`src/rtl/ysyx_22040127_hazard_ctrl.sv`:
```
`default_nettype none
// ============================================================================
// Module      : ysyx_22040127_hazard_ctrl
// Description : Hazard controller for a 5-stage in-order pipeline whose
//               branches resolve in ID. Tracks the writers in EX/MEM/WB,
//               selects forwarding sources, detects load-use and branch
//               stalls, squashes IF on taken branches, counts stalls/flushes.
// Revision    : 1.0 - initial release
// ============================================================================
module ysyx_22040127_hazard_ctrl (
  input  logic        clk,
  input  logic        rst,
  input  logic        id_valid,
  input  logic [4:0]  id_rs1,
  input  logic [4:0]  id_rs2,
  input  logic        id_use_rs1,
  input  logic        id_use_rs2,
  input  logic [4:0]  id_rd,
  input  logic        id_reg_wen,
  input  logic        id_memread,
  input  logic        id_branch,
  input  logic        id_branch_taken,
  input  logic        pipe_adv,
  output logic        id_stall,
  output logic [1:0]  fwd_sel1,
  output logic [1:0]  fwd_sel2,
  output logic        if_flush,
  output logic [1:0]  ctrl_state,
  output logic [31:0] stall_cnt,
  output logic [31:0] flush_cnt
);

  typedef struct packed {
    logic       valid;
    logic [4:0] rd;
    logic       wen;
    logic       memread;
  } sb_entry_t;

  typedef enum logic [1:0] {
    ST_RUN   = 2'b00,
    ST_STALL = 2'b01,
    ST_FLUSH = 2'b10
  } state_t;

  localparam logic [1:0] FWD_RF  = 2'b00;
  localparam logic [1:0] FWD_EX  = 2'b01;
  localparam logic [1:0] FWD_MEM = 2'b10;
  localparam logic [1:0] FWD_WB  = 2'b11;

  sb_entry_t ex_e;
  sb_entry_t mem_e;
  // Once a load reaches WB its data is available for forwarding, so the
  // memread flag has no further use and is not carried into this stage.
  logic       wb_valid;
  logic [4:0] wb_rd;
  logic       wb_wen;
  state_t     state;

  // A stage matches a source when it will write that (non-x0) register.
  function automatic logic match(input logic valid, input logic wen,
                                 input logic [4:0] rd, input logic [4:0] rs,
                                 input logic use_rs);
    return valid & wen & (rd != 5'd0) & (rd == rs) & use_rs;
  endfunction

  // Forward from the youngest matching writer; ID bubbles read the regfile.
  function automatic logic [1:0] pick(input logic v, input logic m_ex,
                                      input logic m_mem, input logic m_wb);
    if (!v)        return FWD_RF;
    else if (m_ex) return FWD_EX;
    else if (m_mem) return FWD_MEM;
    else if (m_wb) return FWD_WB;
    else           return FWD_RF;
  endfunction

  logic ex_m1, ex_m2, mem_m1, mem_m2, wb_m1, wb_m2;
  logic load_use, branch_dep;

  assign ex_m1  = match(ex_e.valid, ex_e.wen, ex_e.rd, id_rs1, id_use_rs1);
  assign ex_m2  = match(ex_e.valid, ex_e.wen, ex_e.rd, id_rs2, id_use_rs2);
  assign mem_m1 = match(mem_e.valid, mem_e.wen, mem_e.rd, id_rs1, id_use_rs1);
  assign mem_m2 = match(mem_e.valid, mem_e.wen, mem_e.rd, id_rs2, id_use_rs2);
  assign wb_m1  = match(wb_valid, wb_wen, wb_rd, id_rs1, id_use_rs1);
  assign wb_m2  = match(wb_valid, wb_wen, wb_rd, id_rs2, id_use_rs2);

  assign fwd_sel1 = pick(id_valid, ex_m1, mem_m1, wb_m1);
  assign fwd_sel2 = pick(id_valid, ex_m2, mem_m2, wb_m2);

  // Load data is not ready until the end of MEM, so an EX load must stall.
  assign load_use   = id_valid & (ex_m1 | ex_m2) & ex_e.memread;
  // Branches compare in ID: any EX producer, or a load still in MEM, is late.
  assign branch_dep = id_valid & id_branch &
                      ((ex_m1 | ex_m2) | ((mem_m1 | mem_m2) & mem_e.memread));
  assign id_stall   = load_use | branch_dep;

  // Redirect only once operands are ready and the pipe actually moves.
  assign if_flush = id_valid & id_branch & id_branch_taken & ~id_stall & pipe_adv;

  assign ctrl_state = state;

  // Scoreboard shift: EX takes the ID instruction or a bubble on a stall.
  always_ff @(posedge clk or posedge rst) begin
    if (rst) begin
      ex_e     <= '0;
      mem_e    <= '0;
      wb_valid <= 1'b0;
      wb_rd    <= 5'd0;
      wb_wen   <= 1'b0;
    end else if (pipe_adv) begin
      wb_valid <= mem_e.valid;
      wb_rd    <= mem_e.rd;
      wb_wen   <= mem_e.wen;
      mem_e    <= ex_e;
      if (id_stall) ex_e <= '0;
      else          ex_e <= {id_valid, id_rd, id_reg_wen, id_memread};
    end
  end

  // Controller state reflects what happened on the previous cycle.
  always_ff @(posedge clk or posedge rst) begin
    if (rst) begin
      state <= ST_RUN;
    end else begin
      if (if_flush)      state <= ST_FLUSH;
      else if (id_stall) state <= ST_STALL;
      else               state <= ST_RUN;
    end
  end

  // Free-running performance counters; wrap naturally at 2^32.
  always_ff @(posedge clk or posedge rst) begin
    if (rst) begin
      stall_cnt <= 32'd0;
      flush_cnt <= 32'd0;
    end else begin
      if (id_stall) stall_cnt <= stall_cnt + 32'd1;
      if (if_flush) flush_cnt <= flush_cnt + 32'd1;
    end
  end

endmodule
`default_nettype wire

```
`config.mk`:
```
export PLATFORM = sky130hd
export DESIGN_NAME = ysyx_22040127_hazard_ctrl
export DESIGN_NICKNAME = d
export VERILOG_FILES = /design/src/rtl/ysyx_22040127_hazard_ctrl.sv
export SDC_FILE = /design/constraint.sdc
export NUM_CORES = 1
export LEC_CHECK = 0
export CORE_UTILIZATION = 55
export DETAILED_ROUTE_END_ITERATION = 16
export PLACE_DENSITY = 0.86
export SYNTH_ARGS = -nofsm -noshare
export SYNTH_HDL_FRONTEND = slang
export SYNTH_SLANG_ARGS = --single-unit
```
`constraint.sdc`:
```
create_clock -name clk -period 4.92 [get_ports clk]
set_input_delay 0.984 -clock clk [delete_from_list [all_inputs] [get_ports clk]]
set_output_delay 0.984 -clock clk [all_outputs]
set_load 0.02 [all_outputs]
```
### Word-level counts from Yosys, hierarchy flattened

Cells that the tools add are included.

* logic and storage cells: 67
* output and inout port bits: 72
* bits in registers: 89
* input port bits: 25

* equal/unequal tests: 6
* bitwise gates (word level): 31
* reductions and logical operators: 3
* mux-type cells: 11
* add/subtract/negate cells: 2

Operator list (number)
* 32-bit by 1-bit adder with 32-bit output (second input constant): 2
* 5-bit == test: 6
* 1-bit bitwise AND: 26
* 2-bit two-way mux: 9
* 5-bit nonzero test: 3
* 8-bit two-way mux: 1
* 1-bit OR: 4
* 1-bit two-way mux: 1
* 1-bit inverter: 1

### Logic depth before layout (Yosys ltp)

* word-level depth: 13
* depth in mapped cells: 9
* gate-level depth less buffers: 8

### Worst setup path before layout

Ideal clock, no wire load.

* path kind: input -> output
* from: in id_rs2[4]
* to: out id_stall
* cell stages on the path: 7
* slack: 1.680 ns
* arrival time: 2.256 ns
* cell sequence: xor2_1 > nor4_1 > and3_1 > o21bai_2 > and2_4 > inv_2 > clkbuf_1

* word-level cells in the longest chain between the ends: 8

Ends and longest elaborated chain
* from (decl): line 15 `input logic [4:0] id_rs2,`
* 5-bit == test: line 64 `return valid & wen & (rd != 5'd0) & (rd == rs) & use_rs;`
* 1-bit bitwise AND (2 in series): line 64
* 1-bit OR: line 94 `((ex_m1 | ex_m2) | ((mem_m1 | mem_m2) & mem_e.memread));`
* 1-bit bitwise AND: line 94
* 1-bit OR: line 94
* 1-bit bitwise AND: line 93 `assign branch_dep = id_valid & id_branch &`
* 1-bit OR (*): line 95 `assign id_stall = load_use | branch_dep;`
* to (decl): line 24 `output logic id_stall,`

Mark *: on every way between the ends. The rest lies on a longest branch, timed or not.

### Worst setup path in the final report

* from: in id_rs1[4]
* to: out if_flush

* word-level cells in the longest chain between the ends: 11

Ends and longest elaborated chain
* from (decl): line 14 `input logic [4:0] id_rs1,`
* 5-bit == test: line 64
* 1-bit bitwise AND (2 in series): line 64
* 1-bit OR: line 94
* 1-bit bitwise AND: line 94
* 1-bit OR: line 94
* 1-bit bitwise AND: line 93
* 1-bit OR (*): line 95
* 1-bit inverter (*): line 98 `assign if_flush = id_valid & id_branch & id_branch_taken & ~id_stall & pipe_adv;`
* 1-bit bitwise AND (*) (2 in series): line 98
* to (decl): line 27 `output logic if_flush,`

Marked as above.

==> results.toml <==
[placement]
io_buffer_count = 96
gp_congestion = 0.893
dp_hpwl_um = 7180

[die]
core_mm2 = 0.00769
pin_count = 97
num_rows = 32
dieWidth_um = 91.1
dieArea_mm2 = 0.00830
start_util = 0.568
fp.dieH_um = 91.1

[layout]
drive_gt1_frac = 0.0845
finalNetCount = 531
fin_util = 0.732
area_delta_synth_final_pct = 28.9
antenna_cells = 0
final_common_cell = "clkdlybuf4s50_1"
final_cell_mix = "clkdlybuf4s50_1 (96), dfrtp_1 (89), xnor2_1 (54)"

[cts]
htreeDepth = 3
clk_pin_slew_ns = 0.09
clockRootBuffer = "clkbuf_8"
cts_made_buffers = 9
cts_tree = "done"
cts_resized = 0
numClockSinks = 89
worstSkewPairLatency_ns = 0.36
cts_buffer_depth = 2
postCtsSetupRepairBufs = 0
cts_hold_buf = 0

[worst_hold_path]
hold_depth = 1
hold_path_end = "flush_cnt[31]"
hp-class = "register to register"
hp-start = "flush_cnt[31]"

[synth]
syn-instance-count = 406
yosysUniqueCellTypes = 35
synth_fp_nets = 433
ys_seq_area_frac = 0.510
synth_area_per_cell_um2 = 10.8
netlist_area_mm2 = 0.00437
yosys_warnings = 0
ys_ff_latch = 89

[global_route]
grt_max_degree = 61
grt_pass1_wl_um = 16700
grt_usage = 0.256
grt_pass1_vias = 3388
grt_overflow = 0
antenna_found_initial = 0

[timing]
fin_setup_tns_ns = 0
rsz0062_at_grt = "no"
relSlewSlack = 0.325
worstMarginPinSlew_ns = 1.01
hold_violations = 0
maxSlewViolCount = 0
fmax_mhz = 223
fin_crit_sh = 0.913
fin_crit_ns = 4.49
fin_skew_ns = 0.0152
setup_viol = 0

[critical_path]
reg2reg_slack_ns = 2.16
reg2regPathDepth = 9
critPathKind = "input pin to output port"
end_kind = "output port"
cp.arrival_ns = 3.51
path_max_fanout = 22
cp-start-kind = "input pin"
r2r-start = "mem_e[3]"
crit_required_ns = 3.94
worstReg2RegEnd = "flush_cnt[18]"

[power]
p_per_area_mw_per_mm2 = 277
leakage_nw = 2.52
total_power_w = 0.00156
ir_drop_mv = 0.203

[routing]
drc = 0
routed_wl_um = 9990
final_antenna_net_count = 0
post_drt_wl_per_cell_um = 16.4
vias_per_cell = 5.68
dr.pass1.iters = 4
drt_iter0_drc = 200
dr_total_vias = 3469

[job]
cap_violations = 0

[outcome]
outcome = "finished, final reports clean"
[cells in the mapped netlist (all sizes together)]
cell / count / area, µm²
a21boi: 3 / 22.5
a21oi: 2 / 10.0
a311oi: 1 / 8.76
and2: 4 / 27.5
and3: 22 / 138
and4: 6 / 52.6
buf: 8 / 42.5
clkbuf: 6 / 22.5
dfrtp: 89 / 2230
ha: 2 / 25.0
inv: 15 / 56.3
mux2: 16 / 180
nand2: 30 / 113
nand2b: 1 / 6.26
nand3: 31 / 155
nand4: 26 / 163
nor2: 9 / 33.8
nor3: 13 / 65.1
nor3b: 1 / 7.51
nor4: 12 / 75.1
nor4b: 2 / 30.0
o211a: 1 / 10.0
o211ai: 1 / 7.51
o21ai: 8 / 40.0
o21bai: 1 / 11.3
o22ai: 1 / 6.26
o311a: 1 / 10.0
or3: 1 / 6.26
or4: 1 / 7.51
xnor2: 54 / 473
xor2: 38 / 333
[how the worst max path moves through the flow]
stage | start | endpoint | slack, ns
2_1_floorplan | rst | ctrl_state[0] | 1.63
3_3_place_gp | id_rs1[1] | if_flush | 0.60
3_5_place_dp | id_rs1[4] | if_flush | 0.49
4_1_cts | id_rs1[4] | if_flush | 0.48
5_1_grt | id_rs1[3] | if_flush | 0.26
6_report | id_rs1[4] | if_flush | 0.43
[power breakdown]
group / internal (W) / total (W) / switching, W
Clock: 0.000241 / 0.000513 / 0.000272
Combinational: 0.000115 / 0.000213 / 0.0000982
Sequential: 0.000774 / 0.000833 / 0.0000588
Total: 0.00113 / 0.00156 / 0.000429
[metal layers]
metal / up-vias / track usage / part of all wire
met2: 97 / 0.418 / 0.49
met1: 1740 / 0.334 / 0.44
li1: 1616 / - / -
met4: 0 / 0.0661 / 0.016
met5: - / 0 / 0
met3: 16 / 0.0762 / 0.056
[kinds of logic after synthesis]
logic type | count (synthesis) | synth area share
fa+ha+maj | 2 | 0.00573
simple gates | 159 | 0.201
buf+inv | 29 | 0.0278
compound gates | 19 | 0.0290
xor+xnor | 92 | 0.185
flops | 89 | 0.510
mux | 16 | 0.0413
[layout make-up]
type | count | area (µm²)
multi-input combinational | 288 | 2020
fill | 569 | 2060
timing repair buffer | 101 | 998
clock inverter | 7 | 77.6
tap | 102 | 128
sequential | 89 | 2230
inverter | 15 | 57.6
clock buffer | 9 | 124
[critical path, stage by stage]
cell and delay [ns]:
clkdlybuf4s50_1 0.54, xor2_1 0.19, nor4_1 0.09, and3_1 0.18, o21ai_0 0.27, and2_4 0.37
nand2_1 0.16, inv_1 0.10, clkdlybuf4s50_1 0.60
[metrics by stage]
| step | instance area [µm²] | setup WS [ns] | hold WS, ns | cells |
|---|---|---|---|---|
| 3_3_place_gp | 5430 | 0.601 | 0.457 | 595 |
| 3_5_place_dp | 5430 | 0.491 | 0.465 | 595 |
| 4_1_cts | 5630 | 0.478 | 0.486 | 611 |
| 2_1_floorplan | 4370 | 1.63 | 0.479 | 406 |
| 6_report | 5630 | 0.430 | 0.476 | 611 |
| 5_1_grt | 5630 | 0.257 | 0.490 | 611 |
[state kept, by name, summed over array words and instances (netlist names)]
register,flops
stall_cnt,32
ctrl_state,2
wb_rd,5
flush_cnt,32
wb_valid,1
ex_e,8
wb_wen,1
mem_e,8
Power figures use the tool's default switching activity.
